**src/rtl/encoder83_enable.sv**
```systemverilog
// Registered 8-to-3 priority encoder with active-low encode enable.
// Reports the highest set request bit, a valid flag and a multiple-request flag.
module encoder83_enable (
  input  logic       clk,
  input  logic       rst_n,
  input  logic       e,
  input  logic [7:0] w,
  output logic [2:0] y,
  output logic       v,
  output logic       multi
);

  logic [2:0] y_next;
  logic       v_next;
  logic       multi_next;
  logic       enabled;

  assign enabled = ~e;

  // Ascending scan so the highest set bit is the last to win.
  always_comb begin
    y_next = 3'd0;
    if (enabled) begin
      for (int i = 0; i < 8; i++) begin
        if (w[i]) begin
          y_next = 3'(i);
        end
      end
    end
  end

  // Clearing the lowest set bit leaves something only when two or more bits were set.
  always_comb begin
    v_next     = enabled & (|w);
    multi_next = enabled & ((w & (w - 8'd1)) != 8'd0);
  end

  always_ff @(posedge clk or negedge rst_n) begin
    if (!rst_n) begin
      y     <= 3'd0;
      v     <= 1'b0;
      multi <= 1'b0;
    end else begin
      y     <= y_next;
      v     <= v_next;
      multi <= multi_next;
    end
  end

endmodule

```
**config.mk**
```make
export PLATFORM = sky130hd
export DESIGN_NAME = encoder83_enable
export DESIGN_NICKNAME = d
export VERILOG_FILES = /design/src/rtl/encoder83_enable.sv
export SDC_FILE = /design/constraint.sdc
export NUM_CORES = 1
export LEC_CHECK = 0
export CAP_MARGIN = 10
export CORE_AREA = 3 3 40 42
export DETAILED_ROUTE_END_ITERATION = 10
export DIE_AREA = 0 0 43 45
export PLACE_DENSITY = 0.56
export SETUP_SLACK_MARGIN = 0.15
export SLEW_MARGIN = 30
export SYNTH_ARGS = -nofsm -noshare
export SYNTH_HDL_FRONTEND = slang
export SYNTH_SLANG_ARGS = --single-unit
export TNS_END_PERCENT = 30
```
**constraint.sdc**
```tcl
create_clock -name clk -period 0.8 [get_ports clk]
set_clock_uncertainty 0.15 [all_clocks]
set_input_delay 0.16 -clock clk [delete_from_list [all_inputs] [get_ports clk]]
set_output_delay 0.16 -clock clk [all_outputs]
set_load 0.05 [all_outputs]
```
==> impl_metrics.ini <==
[die]
ioPinCount = 16
dieHeight_um = 45
initial_core_util = 0.194
fp.dieArea_um2 = 1940
fp.dieW_um = 43
rows = 13
core_area_um2 = 1280

[synthesis]
synthCells = 25
synth_area_per_cell_um2 = 9.96
ys_seq_area_frac = 0.503
synth_flop_cell = dfrtp_1
synth-edff-count = 0
yosysTopAreaCellShare = 0.503
ys_types = 14
synthArstFlopShare = 1.00
synth_area_leaders = dfrtp_1, a21oi_1, a2111o_1, maj3_2, o21ai_0
ys_ff_latch = 5
syn_nets = 36
ys.warnings.count = 0
syn-cell-area_um2 = 249
synth_top_area_cell = dfrtp_1
synthTopCellsByCount = a21oi_1, dfrtp_1, inv_1, nor2_1, o21ai_0

[clocking]
cts.path.max_buffers = 2
cts_sinks = 5
cts_tree = yes
clk_pin_slew_ns = 0.04
h-tree-depth = 1
numCtsBuffers = 3
postCtsSetupBuffers = 0
cts-root-buf = clkbuf_4

[grt]
grt_usage = 0.107
antenna_found_initial = 0
grt_start_max_net_pins = 6
overflow = 0
grt_pass1_vias = 364
grt_pass1_wl_um = 1490

[placed_design]
place_congestion = 0.812
place_ws_ns = -0.723
portBuffers = 15
place_hpwl_um = 572

[worst_setup_path]
slowest_delay_ns = 0.39
crit_path_end = v
start_kind = register
cp.required_ns = 0.49
worstPathCellList = buf_12
path_buf_inv = 1
crit_slowest_cell = dfrtp_1
worstSetupStartpoint = v
cp_top_family = flip-flops
critPathArrivalTime_ns = 0.78
critPathCaptureType = primary output
crit_type = reg -> out
critPathMaxFanout = 1
cp.depth = 1

[finish]
layout-area-overhead-vs-synth_pct = 154
drive_gt1_frac = 0.673
antenna_cells = 0
nets = 64

[sta]
postLayoutSetupSlackWorst_ns = -0.286
hold-worst-slack_ns = -0.0152
rsz0062_at_grt = yes
worstMarginPinSlew_ns = 0.262
slew-limit-headroom = 0.825
timing.final.crit_share = 1.36
hold_viol_final = 5
setup_viol = 7
period_needed_ns = 1.09
maxSlewViolCount = 0
fmaxAchievable_mhz = 921

[flow_run]
drv_cap = 0

[power]
ir_worst_vdd_mv = 0.460
power_density_nw_per_um2 = 1380
leakagePower_nw = 0.281

[routing]
drc = 0
drt_pass1_iterations = 2
vias_per_cell = 4.67
routed_wl_um = 792
wl_per_cell_um = 11.8
initialDrtViolationCount = 1
antenna_left = 0
vias = 313

[min_path]
hp-class = in -> async

[outcome]
violations = negative hold slack, negative setup slack
status = complete, but fails checks
worst min path at each step:
stage / from / to / depth (start not counted)
3_3_place_gp: rst_n / y[0] / 1
5_1_grt: rst_n / multi / 1
4_1_cts: rst_n / multi / 1
2_1_floorplan: rst_n / multi / 0
6_report: rst_n / multi / 1
3_5_place_dp: rst_n / multi / 1
cells in the final DEF, fill, tap and decap left out:
cell / synthesis / final
buf_6: 0 / 9
dfrtp_1: 5 / 5
buf_12: 0 / 5
a21oi_2: 0 / 3
clkbuf_4: 0 / 3
buf_2: 0 / 3
nor2_4: 0 / 2
a21oi_1: 5 / 2
inv_1: 2 / 2
buf_4: 0 / 2
o21ai_2: 0 / 1
nand2b_4: 0 / 1
o21bai_1: 1 / 1
nor4b_4: 0 / 1
nor3_2: 0 / 1
maj3_2: 1 / 1
a2111o_1: 1 / 1
o31ai_2: 0 / 1
a21o_1: 1 / 1
o21ai_0: 2 / 1
a221oi_1: 1 / 1
clkbuf_1: 0 / 1
dlygate4sd2_1: 0 / 1
clkdlybuf4s15_2: 0 / 1
clkdlybuf4s50_1: 0 / 1
buf_8: 0 / 1
what timing repair did:
item                                    in CTS  in global routing
gates cloned                                 0                  0
endpoints found under the setup margin      10                 10
gates resized for setup                     54                  2
endpoints found under the hold margin        5                  0
pin swaps                                   10                  1
sequential cells by signal (all words and copies together), names as in the netlist:
name,cells
multi,1
v,1
y,3
routing by layer:
layer | GRT usage | up-vias | wire [um] | part of all wire
met4 | 0.0723 | 0 | 0 | 0
met5 | 0 | - | 0 | 0
met3 | 0.0279 | 0 | 66 | 0.083
met2 | 0.201 | 16 | 449 | 0.57
li1 | - | 148 | - | -
met1 | 0.103 | 149 | 277 | 0.35
power by group:
group / internal (mW) / switching [mW] / total, mW
registers: 0.270 / 0.0122 / 0.282
clock network: 0.188 / 0.0938 / 0.282
logic: 0.166 / 0.143 / 0.308
cell type report:
cell class	instances	area [um^2]
clock buffer	4	26.3
multi-input combinational	18	179
sequential	5	125
tap	15	18.8
inverter	2	7.51
fill	122	652
timing repair buffer	23	277
stage by stage:
stage	TNS (ns)	util	cells	power, mW	instance area (um^2)
floorplan	-0.724	-	25	0.373	272
finish	-1.60	0.493	67	0.872	633
detailed placement	-3.42	0.428	63	0.563	551
global placement	-3.39	0.428	63	0.562	551
global route	-1.82	0.493	67	0.910	633
CTS	-1.66	0.486	67	0.882	624
cell families after synthesis:
| family | synth area share |
|---|---|
| AOI/OAI and AO/OA | 0.312 |
| adders and majority gates | 0.0452 |
| buffers and inverters | 0.0302 |
| DFF | 0.503 |
| and+or+nand+nor | 0.111 |
No activity file was read; power rests on OpenSTA's default activity.
